**config.mk**
```make
export PLATFORM = sky130hd
export DESIGN_NAME = branch_resolve_bht_flat
export DESIGN_NICKNAME = d
export VERILOG_FILES = /design/src/rtl/branch_resolve_bht_pkg.sv /design/src/rtl/branch_resolve_bht_if.sv /design/src/rtl/branch_resolve_bht_table.sv /design/src/rtl/branch_resolve_bht.sv /design/src/flat_wrapper.sv
export SDC_FILE = /design/constraint.sdc
export NUM_CORES = 1
export LEC_CHECK = 0
export ABC_AREA = 1
export BUFFER_PORTS_ARGS = -buffer_cell sky130_fd_sc_hd__buf_2
export CORE_MARGIN = 2
export CORE_UTILIZATION = 60
export CTS_CLUSTER_SIZE = 12
export DETAILED_ROUTE_END_ITERATION = 12
export GPL_TIMING_DRIVEN = 0
export PLACE_DENSITY = 0.84
export SLEW_MARGIN = 10
export SYNTH_ARGS = -nofsm -noshare
export SYNTH_HDL_FRONTEND = slang
export SYNTH_HIERARCHICAL = 1
export SYNTH_SLANG_ARGS = --single-unit
```
**constraint.sdc**
```tcl
create_clock -name clock -period 6.5 [get_ports clock]
set_input_delay 0.325 -clock clock [delete_from_list [all_inputs] [get_ports clock]]
set_output_delay 0.325 -clock clock [all_outputs]
set_load 0.03 [all_outputs]
```
**src/rtl/branch_resolve_bht_pkg.sv**
```systemverilog
// Shared types and helpers for the MEM-stage branch resolver and its BHT.
// Optional performance counters are enabled with the BRANCH_PERF_CNT_EN macro.
package branch_pkg;

  localparam logic [2:0] BEQ  = 3'b000;
  localparam logic [2:0] BNE  = 3'b001;
  localparam logic [2:0] BLT  = 3'b100;
  localparam logic [2:0] BGE  = 3'b101;
  localparam logic [2:0] BLTU = 3'b110;
  localparam logic [2:0] BGEU = 3'b111;

  typedef logic [1:0] bht_ctr_t;
  localparam bht_ctr_t WEAK_NT = 2'b01;

  typedef enum logic {IDLE, FLUSH} flush_state_t;

  // funct3 2/3 are not branch encodings, so they resolve as never taken.
  function automatic logic eval_cond(input logic [2:0] funct3, input logic zero, input logic lt);
    logic res;
    res = 1'b0;
    case (funct3)
      BEQ:        res = zero;
      BNE:        res = ~zero;
      BLT, BLTU:  res = lt;
      BGE, BGEU:  res = ~lt;
      default:    res = 1'b0;
    endcase
    return res;
  endfunction

  function automatic bht_ctr_t ctr_update(input bht_ctr_t ctr, input logic taken);
    bht_ctr_t nxt;
    if (taken) nxt = (ctr == 2'b11) ? ctr : ctr + 2'b01;
    else       nxt = (ctr == 2'b00) ? ctr : ctr - 2'b01;
    return nxt;
  endfunction

endpackage

```
**src/rtl/branch_resolve_bht_if.sv**
```systemverilog
// Bundle of MEM-stage inputs, fetch lookup and redirect/flush outputs of the resolver.
// Performance counter signals exist only when BRANCH_PERF_CNT_EN is defined.
interface branch_resolve_bht_if #(parameter int XLEN = 32);

  logic            io_mem_valid;
  logic [XLEN-1:0] io_mem_pc;
  logic [XLEN-1:0] io_mem_target;
  logic            io_mem_zero;
  logic [XLEN-1:0] io_mem_aluresult;
  logic [2:0]      io_mem_funct3;
  logic            io_mem_isbranch;
  logic            io_mem_isjump;
  logic            io_mem_predtaken;
  logic [XLEN-1:0] io_if_pc;
  logic            io_if_predtaken;
  logic            io_branch;
  logic            io_pcsrc;
  logic            io_redirect;
  logic [XLEN-1:0] io_redirect_pc;
  logic            io_flush;
`ifdef BRANCH_PERF_CNT_EN
  logic [31:0]     io_perf_branches;
  logic [31:0]     io_perf_mispredicts;
`endif

  modport master (
    output io_mem_valid, io_mem_pc, io_mem_target, io_mem_zero, io_mem_aluresult,
           io_mem_funct3, io_mem_isbranch, io_mem_isjump, io_mem_predtaken, io_if_pc,
`ifdef BRANCH_PERF_CNT_EN
    input  io_perf_branches, io_perf_mispredicts,
`endif
    input  io_if_predtaken, io_branch, io_pcsrc, io_redirect, io_redirect_pc, io_flush
  );

  modport slave (
    input  io_mem_valid, io_mem_pc, io_mem_target, io_mem_zero, io_mem_aluresult,
           io_mem_funct3, io_mem_isbranch, io_mem_isjump, io_mem_predtaken, io_if_pc,
`ifdef BRANCH_PERF_CNT_EN
    output io_perf_branches, io_perf_mispredicts,
`endif
    output io_if_predtaken, io_branch, io_pcsrc, io_redirect, io_redirect_pc, io_flush
  );

endinterface

```
**src/rtl/branch_resolve_bht_table.sv**
```systemverilog
// Branch history table: array of 2-bit saturating counters, one async read, one update port.
module bht_table
  import branch_pkg::*;
#(
  parameter int ENTRIES = 64,
  localparam int IDX_W = $clog2(ENTRIES)
) (
  input  logic             clock,
  input  logic             reset,
  input  logic [IDX_W-1:0] rd_idx,
  output bht_ctr_t         rd_ctr,
  input  logic             upd_en,
  input  logic [IDX_W-1:0] upd_idx,
  input  logic             upd_taken
);

  bht_ctr_t table_q [ENTRIES];

  // Read sees the registered contents, so a same-cycle update is not bypassed.
  assign rd_ctr = table_q[rd_idx];

  always_ff @(posedge clock or posedge reset) begin
    if (reset) begin
      for (int i = 0; i < ENTRIES; i++) begin
        table_q[i] <= WEAK_NT;
      end
    end else if (upd_en) begin
      table_q[upd_idx] <= ctr_update(table_q[upd_idx], upd_taken);
    end
  end

endmodule

```
**src/rtl/branch_resolve_bht.sv**
```systemverilog
// MEM-stage branch resolver: evaluates branches, trains the BHT, issues redirect and flush.
// Define BRANCH_PERF_CNT_EN to add saturating branch/mispredict counters.
module branch_resolve_bht
  import branch_pkg::*;
#(
  parameter int XLEN         = 32,
  parameter int BHT_ENTRIES  = 64,
  parameter int FLUSH_CYCLES = 2
) (
  input logic                clock,
  input logic                reset,
  branch_resolve_bht_if.slave bus
);

  localparam int IDX_W = $clog2(BHT_ENTRIES);

  flush_state_t    state;
  logic [2:0]      flush_cnt;
  logic            redirect_q;
  logic [XLEN-1:0] redirect_pc_q;
  logic            flush_q;

  logic            eff_valid;
  logic            cond;
  logic            taken;
  logic            mispredict;
  logic            upd_en;
  logic [XLEN-1:0] correct_pc;
  bht_ctr_t        rd_ctr;
  logic            unused_bits;

  // The instruction in MEM during a flush is wrong-path and must not act.
  assign eff_valid  = bus.io_mem_valid & (state == IDLE);
  assign cond       = eval_cond(bus.io_mem_funct3, bus.io_mem_zero, bus.io_mem_aluresult[0]);
  assign taken      = bus.io_mem_isjump | (bus.io_mem_isbranch & cond);
  assign mispredict = eff_valid & (bus.io_mem_isbranch | bus.io_mem_isjump)
                      & (taken != bus.io_mem_predtaken);
  assign upd_en     = eff_valid & bus.io_mem_isbranch;
  assign correct_pc = taken ? bus.io_mem_target : bus.io_mem_pc + XLEN'(4);

  assign unused_bits = ^{bus.io_mem_aluresult[XLEN-1:1], bus.io_if_pc[XLEN-1:IDX_W+2],
                         bus.io_if_pc[1:0]};

  bht_table #(.ENTRIES(BHT_ENTRIES)) u_bht (
    .clock     (clock),
    .reset     (reset),
    .rd_idx    (bus.io_if_pc[IDX_W+1:2]),
    .rd_ctr    (rd_ctr),
    .upd_en    (upd_en),
    .upd_idx   (bus.io_mem_pc[IDX_W+1:2]),
    .upd_taken (taken)
  );

  assign bus.io_if_predtaken = rd_ctr[1];
  assign bus.io_branch       = bus.io_mem_valid & bus.io_mem_isbranch;
  assign bus.io_pcsrc        = eff_valid & taken;
  assign bus.io_redirect     = redirect_q;
  assign bus.io_redirect_pc  = redirect_pc_q;
  assign bus.io_flush        = flush_q;

  // flush_q is set on entry to FLUSH and cleared on the exit edge, giving FLUSH_CYCLES high cycles.
  always_ff @(posedge clock or posedge reset) begin
    if (reset) begin
      state         <= IDLE;
      flush_cnt     <= 3'd0;
      redirect_q    <= 1'b0;
      redirect_pc_q <= '0;
      flush_q       <= 1'b0;
    end else begin
      redirect_q <= mispredict;
      if (mispredict) begin
        redirect_pc_q <= correct_pc;
      end
      case (state)
        IDLE: begin
          if (mispredict) begin
            state     <= FLUSH;
            flush_cnt <= 3'(FLUSH_CYCLES - 1);
            flush_q   <= 1'b1;
          end
        end
        FLUSH: begin
          if (flush_cnt == 3'd0) begin
            state   <= IDLE;
            flush_q <= 1'b0;
          end else begin
            flush_cnt <= flush_cnt - 3'd1;
          end
        end
        default: begin
          state   <= IDLE;
          flush_q <= 1'b0;
        end
      endcase
    end
  end

`ifdef BRANCH_PERF_CNT_EN
  logic [31:0] perf_br_q;
  logic [31:0] perf_mis_q;

  always_ff @(posedge clock or posedge reset) begin
    if (reset) begin
      perf_br_q  <= 32'd0;
      perf_mis_q <= 32'd0;
    end else begin
      if (upd_en && (perf_br_q != 32'hFFFF_FFFF)) begin
        perf_br_q <= perf_br_q + 32'd1;
      end
      if (mispredict && (perf_mis_q != 32'hFFFF_FFFF)) begin
        perf_mis_q <= perf_mis_q + 32'd1;
      end
    end
  end

  assign bus.io_perf_branches    = perf_br_q;
  assign bus.io_perf_mispredicts = perf_mis_q;
`endif

endmodule
```
**src/flat_wrapper.sv**
```systemverilog
// flat-port wrapper written by rule: the top's interface ports become plain ports
module branch_resolve_bht_flat import branch_pkg::*;
#(
  parameter int XLEN         = 32,
  parameter int BHT_ENTRIES  = 64,
  parameter int FLUSH_CYCLES = 2
)
  (clock, reset, bus_io_mem_valid, bus_io_mem_pc, bus_io_mem_target, bus_io_mem_zero, bus_io_mem_aluresult, bus_io_mem_funct3, bus_io_mem_isbranch, bus_io_mem_isjump, bus_io_mem_predtaken, bus_io_if_pc, bus_io_if_predtaken, bus_io_branch, bus_io_pcsrc, bus_io_redirect, bus_io_redirect_pc, bus_io_flush);
  branch_resolve_bht_if #(.XLEN(XLEN)) bus_i ();
  input logic clock;
  input logic reset;
  input wire logic [$bits(bus_i.io_mem_valid)-1:0] bus_io_mem_valid;
  input wire logic [$bits(bus_i.io_mem_pc)-1:0] bus_io_mem_pc;
  input wire logic [$bits(bus_i.io_mem_target)-1:0] bus_io_mem_target;
  input wire logic [$bits(bus_i.io_mem_zero)-1:0] bus_io_mem_zero;
  input wire logic [$bits(bus_i.io_mem_aluresult)-1:0] bus_io_mem_aluresult;
  input wire logic [$bits(bus_i.io_mem_funct3)-1:0] bus_io_mem_funct3;
  input wire logic [$bits(bus_i.io_mem_isbranch)-1:0] bus_io_mem_isbranch;
  input wire logic [$bits(bus_i.io_mem_isjump)-1:0] bus_io_mem_isjump;
  input wire logic [$bits(bus_i.io_mem_predtaken)-1:0] bus_io_mem_predtaken;
  input wire logic [$bits(bus_i.io_if_pc)-1:0] bus_io_if_pc;
  output wire logic [$bits(bus_i.io_if_predtaken)-1:0] bus_io_if_predtaken;
  output wire logic [$bits(bus_i.io_branch)-1:0] bus_io_branch;
  output wire logic [$bits(bus_i.io_pcsrc)-1:0] bus_io_pcsrc;
  output wire logic [$bits(bus_i.io_redirect)-1:0] bus_io_redirect;
  output wire logic [$bits(bus_i.io_redirect_pc)-1:0] bus_io_redirect_pc;
  output wire logic [$bits(bus_i.io_flush)-1:0] bus_io_flush;
  assign bus_i.io_mem_valid = bus_io_mem_valid;
  assign bus_i.io_mem_pc = bus_io_mem_pc;
  assign bus_i.io_mem_target = bus_io_mem_target;
  assign bus_i.io_mem_zero = bus_io_mem_zero;
  assign bus_i.io_mem_aluresult = bus_io_mem_aluresult;
  assign bus_i.io_mem_funct3 = bus_io_mem_funct3;
  assign bus_i.io_mem_isbranch = bus_io_mem_isbranch;
  assign bus_i.io_mem_isjump = bus_io_mem_isjump;
  assign bus_i.io_mem_predtaken = bus_io_mem_predtaken;
  assign bus_i.io_if_pc = bus_io_if_pc;
  assign bus_io_if_predtaken = bus_i.io_if_predtaken;
  assign bus_io_branch = bus_i.io_branch;
  assign bus_io_pcsrc = bus_i.io_pcsrc;
  assign bus_io_redirect = bus_i.io_redirect;
  assign bus_io_redirect_pc = bus_i.io_redirect_pc;
  assign bus_io_flush = bus_i.io_flush;
  branch_resolve_bht #(.XLEN(XLEN), .BHT_ENTRIES(BHT_ENTRIES), .FLUSH_CYCLES(FLUSH_CYCLES)) u_core (.clock(clock), .reset(reset), .bus(bus_i));
endmodule
```
==> flow_metrics.env, run 1 <==
export IMPL_status="completed"
export IMPL_drt_total_wl_um=37720
export IMPL_initial_core_util_pct=61.82
export IMPL_hold_viol_final=0
export IMPL_p_seq_share_pct=40.6
export IMPL_worstPathMaxFanout=10
export IMPL_hold_path_startpoint="bus_io_mem_target[0]"
export IMPL_p_clk_share_pct=29.8
export IMPL_reg2reg_slack_ns=3.97
export IMPL_end_kind="register"
export IMPL_diodes=0
export IMPL_power_per_cell_area_mw_per_mm2=266.5
export IMPL_grt_max_degree=68
export IMPL_syn_nets=1826
export IMPL_finalCritPeriodShare_pct=40.37
export IMPL_num_io_pins=175
export IMPL_wl_per_cell_um=18.32
export IMPL_setup_tns_ns=0
export IMPL_ir_drop_uv=267.6
export IMPL_worst_slew_pin_slew_ns=0.9479
export IMPL_final_nets=1962
export IMPL_die_y_um=138.0
export IMPL_area_delta_synth_final_pct=13.56
export IMPL_leakage_nw=6.421
export IMPL_arrival_ns=2.99
export IMPL_crit_start="bus_io_mem_pc[3]"
export IMPL_htree_levels=4
export IMPL_clock_sinks=166
export IMPL_cts_hold_buf=1
export IMPL_grt_usage_pct=40.14
export IMPL_report_final_slew_viol_count=0
export IMPL_ant_nets=0
export IMPL_min_to="u_core/bus.io_redirect_pc[0]$_DFFE_PP0P_"
export IMPL_cts_setup_buffers=0
export IMPL_total_power_w=0.003258
export IMPL_die_area_mm2=0.01903
export IMPL_drc=0
export IMPL_synth_warnings=6
export IMPL_nFillCells=1521
export IMPL_grt_pass1_wl_um=56910
export IMPL_syn_area_mm2=0.01077
export IMPL_slew_headroom_pct=36.81
export IMPL_dpl_hpwl_um=27150
export IMPL_reg2reg_to="u_core/u_bht/table_q[123]$_DFFE_PP0P_"
export IMPL_netSwitchingPower_w=0.001226
export IMPL_fmax_mhz=381.1
export IMPL_drtIter0Drc=1202
export IMPL_p_int_w=0.002033
export IMPL_setup_violations=0
export IMPL_synthCells=1685
export IMPL_cts_path_max_buffers=2
export IMPL_ctsResizeCount=0
export IMPL_dr_pass1_iters=6
export IMPL_reg2reg_depth=7
export IMPL_path_class="input pin to register"
export IMPL_grt_pass1_vias=10590
export IMPL_antenna_found_initial=1
export IMPL_syn_avg_cell_area_um2=6.390
export IMPL_hold_path_cell_count=5
export IMPL_drive_gt1_share_pct=16.25
export IMPL_combPwrFrac_pct=29.6
export IMPL_io_buffers=115
export IMPL_rows=48
export IMPL_clockRootBuffer="clkbuf_16"
export IMPL_cts_tree="yes"
export IMPL_swShare_pct=37.61
export IMPL_fp_dieW_um=138.0
export IMPL_worstReg2RegStart="u_core/state$_DFF_PP0_"
export IMPL_numCtsBuffers=17
export IMPL_layout_min_cycle_time_ns=2.624
export IMPL_vias_per_cell=5.686
export IMPL_rsz0062_at_grt="false"
export IMPL_worstPathRequired_ns=6.87
export IMPL_grt_ovfl_total=0
export IMPL_gp_congestion=1.014
export IMPL_cts_clk_slew_worst_paths_ns=0.07
export IMPL_insertion_delay_ns=0.44
export IMPL_cp_start_kind="input pin"
export IMPL_core_area_mm2=0.01742
export IMPL_drv_cap=0
export IMPL_finalClockSkew_ns=0.01565
export IMPL_hold_class="input pin to register"
export IMPL_route_vias_total=11710
[placed cells by master, fill, tap and decap left out, types with 15 or more instances in the layout]
cell	instances
buf_2	141
buf_6	15
clkbuf_1	27
clkbuf_16	17
dfrtp_1	102
dfstp_2	64
inv_1	147
nand2_1	829
nand3_1	118
nor2_1	162
nor3_1	20
o211ai_1	17
o21ai_0	44
[critical path: stages]
cell and delay, ns:
buf_2 0.13, buf_2 0.30, clkbuf_1 0.75, nand2_1 0.13, nand2_1 0.11, nand2_1 0.06, nand2_1 0.12, nand2_1 0.08
nand2_1 0.10, inv_1 0.04, nand2_1 0.08, nor2_2 0.06, nand2_4 0.17, buf_2 0.29, nand3_1 0.15, nand2_1 0.09
[registers in the layout, indices dropped and copies added, names as in the netlist]
name and cells:
u_core/flush_cnt 3, u_core/bus.io_redirect_pc 32, u_core/bus.io_redirect 1, u_core/state 1, u_core/bus.io_flush 1, u_core/u_bht/table_q 128
[power groups by stage]
stage                     Clock [W]  Sequential [W]  Combinational (W)
after CTS                  0.000980         0.00132           0.000956
after global placement            0         0.00133           0.000930
after detailed placement          0         0.00134           0.000950
final                      0.000970         0.00132           0.000966
after global routing        0.00102         0.00134            0.00105
after floorplan                   0         0.00153           0.000432
[per-layer routing]
metal  track usage (%)  wire [um]  share of wire (%)  vias to the layer above
met5                 0          0                  0                        -
met4             22.90       2247                6.0                        0
met3             8.735       4049                 11                      170
met2             63.72      16850                 45                      716
met1             50.79      14570                 39                     5391
li1                  -          -                  -                     5431
[area by class of cell]
cell class              count  area (um2)  share of cell area, %
repair buffers            117       613.1                  5.014
clock buffers              21       470.5                  3.848
well taps                 225       281.5                  2.303
flip-flops and latches    166        4234                  34.63
clock inverters            11       90.09                 0.7368
plain buffers              79       473.0                  3.868
inverters                 157       601.8                  4.922
multi-input cells        1283        5463                  44.68
[how the worst max path moves through the flow]
| stage | slack [ns] | cells past startpoint | to |
|---|---|---|---|
| 6_report | 3.88 | 16 | u_core/u_bht/table_q[73]$_DFFE_PP0P_ |
| 3_5_place_dp | 3.61 | 14 | u_core/u_bht/table_q[9]$_DFFE_PP0P_ |
| 2_1_floorplan | 2.87 | 1 | u_core/u_bht/table_q[101]$_DFFE_PP0P_ |
| 4_1_cts | 4.01 | 11 | bus_io_if_predtaken |
| 3_3_place_gp | 1.41 | 2 | u_core/u_bht/table_q[27]$_DFFE_PP0P_ |
| 5_1_grt | 3.83 | 14 | u_core/u_bht/table_q[87]$_DFFE_PP0P_ |
[metrics by stage]
step                instance area, um2  setup WS, ns  hold WS, ns  util (%)  instances
CTS                              12230         4.007       0.1784     70.20       2059
global route                     12230         3.830       0.2087     70.20       2059
floorplan                        10770         2.868       0.4465         -       1685
global placement                 11620         1.414       0.4532     66.74       2025
detailed placement               11660         3.606       0.4415     66.93       2026
finish                           12230         3.876       0.1934     70.20       2059
No activity file was read; power rests on OpenSTA's default activity.
==> inputs of run 2 (changes only) <==
Settings changed: ABC_AREA 1 to 0, CORE_UTILIZATION 60 to 51, PLACE_DENSITY 0.84 to 0.77.
Clock period 6.5 ns to 2.1 ns, I/O delays scaled along.
==> run 2 against run 1 <==
The run now ends with setup timing left; register-to-register slack worse by 4.6 ns; wire length down 23%; via count down 30%; sequential power rose to 3.2 times the previous value; synthesized cell count down 47%; clock skew down 0.0043 ns; clock-buffer cell count up 4; design area down 5.4%; combinational power rose to 3.2 times the previous value; synthesized area down 13%; critical path type is now register to register; critical endpoint is now u_core/u_bht/table_q[7]$_DFFE_PP0P_.
==> flow_metrics.env, run 2 <==
export IMPL_route_vias_total=8232
export IMPL_end_kind="register"
export IMPL_reg2reg_slack_ns=-0.60
export IMPL_dpl_hpwl_um=19730
export IMPL_grt_pass1_vias=8196
export IMPL_crit_family="multiplexers"
export IMPL_insertion_delay_ns=0.43
export IMPL_htree_levels=4
export IMPL_dp_slack_ns=-1.320
export IMPL_hold_path_startpoint="bus_io_mem_target[4]"
export IMPL_largest_reg_flops=128
export IMPL_worstPathRequired_ns=2.41
export IMPL_regArea_mm2=0.004234
export IMPL_cp_slowest_stage_delay_ns=0.50
export IMPL_grt_ovfl_total=0
export IMPL_finalClockSkew_ns=0.01131
export IMPL_fmax_mhz=369.9
export IMPL_grt_pass1_wl_um=45230
export IMPL_slew_headroom_pct=26.51
export IMPL_worst_slew_pin_slew_ns=1.098
export IMPL_synthCells=898
export IMPL_io_buffers=112
export IMPL_layout_min_cycle_time_ns=2.703
export IMPL_cpMaxStageDelayCell="mux4_2"
export IMPL_syn_nets=1039
export IMPL_post_route_worst_setup_slack_ns=-0.6031
export IMPL_rsz0062_at_grt="true"
export IMPL_ir_drop_uv=793.6
export IMPL_final_nets=1214
export IMPL_fin_util_pct=64.41
export IMPL_die_area_mm2=0.01945
export IMPL_reg2reg_to="u_core/u_bht/table_q[7]$_DFFE_PP0P_"
export IMPL_drv_cap=0
export IMPL_finalCritPeriodShare_pct=128.7
export IMPL_clockRootBuffer="clkbuf_16"
export IMPL_status="finished, violations left"
export IMPL_hold_class="input pin to register"
export IMPL_cp_start_kind="register"
export IMPL_violations="setup timing"
export IMPL_dr_pass1_iters=6
export IMPL_drive_gt1_share_pct=36.92
export IMPL_power_per_cell_area_mw_per_mm2=896.3
export IMPL_diodes=0
export IMPL_rows=49
export IMPL_arrival_ns=3.02
export IMPL_fp_dieW_um=139.5
export IMPL_ant_nets=0
export IMPL_drt_total_wl_um=29140
export IMPL_path_class="register to register"
export IMPL_drtIter0Drc=821
export IMPL_cts_tree="yes"
export IMPL_grt_max_degree=41
export IMPL_gp_congestion=1.029
export IMPL_min_to="u_core/bus.io_redirect_pc[4]$_DFFE_PP0P_"
export IMPL_numCtsBuffers=17
export IMPL_nFillCells=1408
export IMPL_report_final_slew_viol_count=0
export IMPL_grt_usage_pct=29.95
export IMPL_num_io_pins=175
export IMPL_antenna_found_initial=1
export IMPL_crit_chain="mux4_2 > or2_1 > o211ai_1 > and4_1 > nand3_2 > maj3_4 > buf_6 > mux2_2"
export IMPL_multi_input_area_mm2=0.004836
export IMPL_cts_path_max_buffers=2
export IMPL_worstReg2RegStart="u_core/u_bht/table_q[27]$_DFFE_PP0P_"
export IMPL_hold_viol_final=0
export IMPL_total_power_w=0.01037
export IMPL_layout_commonest_cell="nand2_1"
export IMPL_hold_path_cell_count=3
export IMPL_syn_avg_cell_area_um2=10.42
export IMPL_initial_core_util_pct=52.10
export IMPL_reg2reg_depth=8
export IMPL_vias_per_cell=6.260
export IMPL_cp_buffers_inverters=1
export IMPL_leakage_nw=5.072
export IMPL_drc=0
export IMPL_regMostFlops="u_core/u_bht/table_q"
export IMPL_core_area_mm2=0.01796
export IMPL_clock_sinks=166
export IMPL_setup_violations=129
export IMPL_area_delta_synth_final_pct=23.62
export IMPL_wl_per_cell_um=22.16
export IMPL_layout_common_cells="nand2_1, buf_2, dfrtp_1"
export IMPL_syn_area_mm2=0.009359
export IMPL_synth_warnings=6
export IMPL_die_y_um=139.5
export IMPL_cts_clk_slew_worst_paths_ns=0.06
export IMPL_setup_tns_ns=-63.08
export IMPL_worstPathMaxFanout=10
-- run 2: how the worst max path moves through the flow --
stage / slack (ns) / to / from / cells past startpoint
3_3_place_gp: -1.26 / u_core/u_bht/table_q[100]$_DFFE_PP1P_ / bus_io_mem_pc[4] / 10
6_report: -0.60 / u_core/u_bht/table_q[7]$_DFFE_PP0P_ / u_core/u_bht/table_q[27]$_DFFE_PP0P_ / 8
3_5_place_dp: -1.32 / u_core/u_bht/table_q[72]$_DFFE_PP1P_ / bus_io_mem_pc[4] / 10
5_1_grt: -0.64 / u_core/u_bht/table_q[43]$_DFFE_PP0P_ / u_core/state$_DFF_PP0_ / 6
2_1_floorplan: -0.27 / u_core/u_bht/table_q[109]$_DFFE_PP0P_ / u_core/u_bht/table_q[119]$_DFFE_PP0P_ / 8
4_1_cts: -0.52 / bus_io_if_predtaken / u_core/u_bht/table_q[57]$_DFFE_PP0P_ / 4
-- run 2: stage by stage --
stage,instances,cell area (um2),hold WS [ns]
2_1_floorplan,898,9373,0.2874
3_3_place_gp,1239,10220,0.3925
3_5_place_dp,1243,10310,0.1425
4_1_cts,1312,11430,0.001340
5_1_grt,1315,11570,0.02574
6_report,1315,11570,0.009015
-- run 2: area by class of cell --
type                            instances  share of cell area (%)
Sequential cell                       166                   36.60
Buffer                                 60                   4.001
Clock buffer                           25                   4.477
Timing Repair Buffer                  156                   9.506
Tap cell                              229                   2.476
Multi-Input combinational cell        653                   41.80
Inverter                               19                  0.6489
Clock inverter                          7                  0.4975
-- run 2: where the power goes --
group	switching, W	internal [W]	total, W
clock	0.00133	0.00173	0.00306
sequential	0.000356	0.00389	0.00424
combinational	0.00192	0.00114	0.00307
-- run 2: per-layer routing --
metal / vias up / track usage [%] / routed length [um]
li1: 3617 / - / -
met5: - / 0 / 16
met4: 2 / 12.55 / 1109
met1: 3996 / 39.49 / 11290
met3: 100 / 6.056 / 2799
met2: 517 / 48.56 / 13930
-- run 2: worst min-delay path, stage by stage --
cell and delay [ns]:
buf_2 0.07, a21oi_1 0.06, o21ai_0 0.16
-- run 2: timing repair --
item / 4_1_cts / 5_1_grt
pin swaps: 3 / 0
setup endpoints to repair: 129 / 130
hold buffers: 25 / 0
buffers inserted: 9 / 0
endpoints found under the hold margin: 51 / 0
cloned: 4 / 3
gates resized for setup: 59 / 19
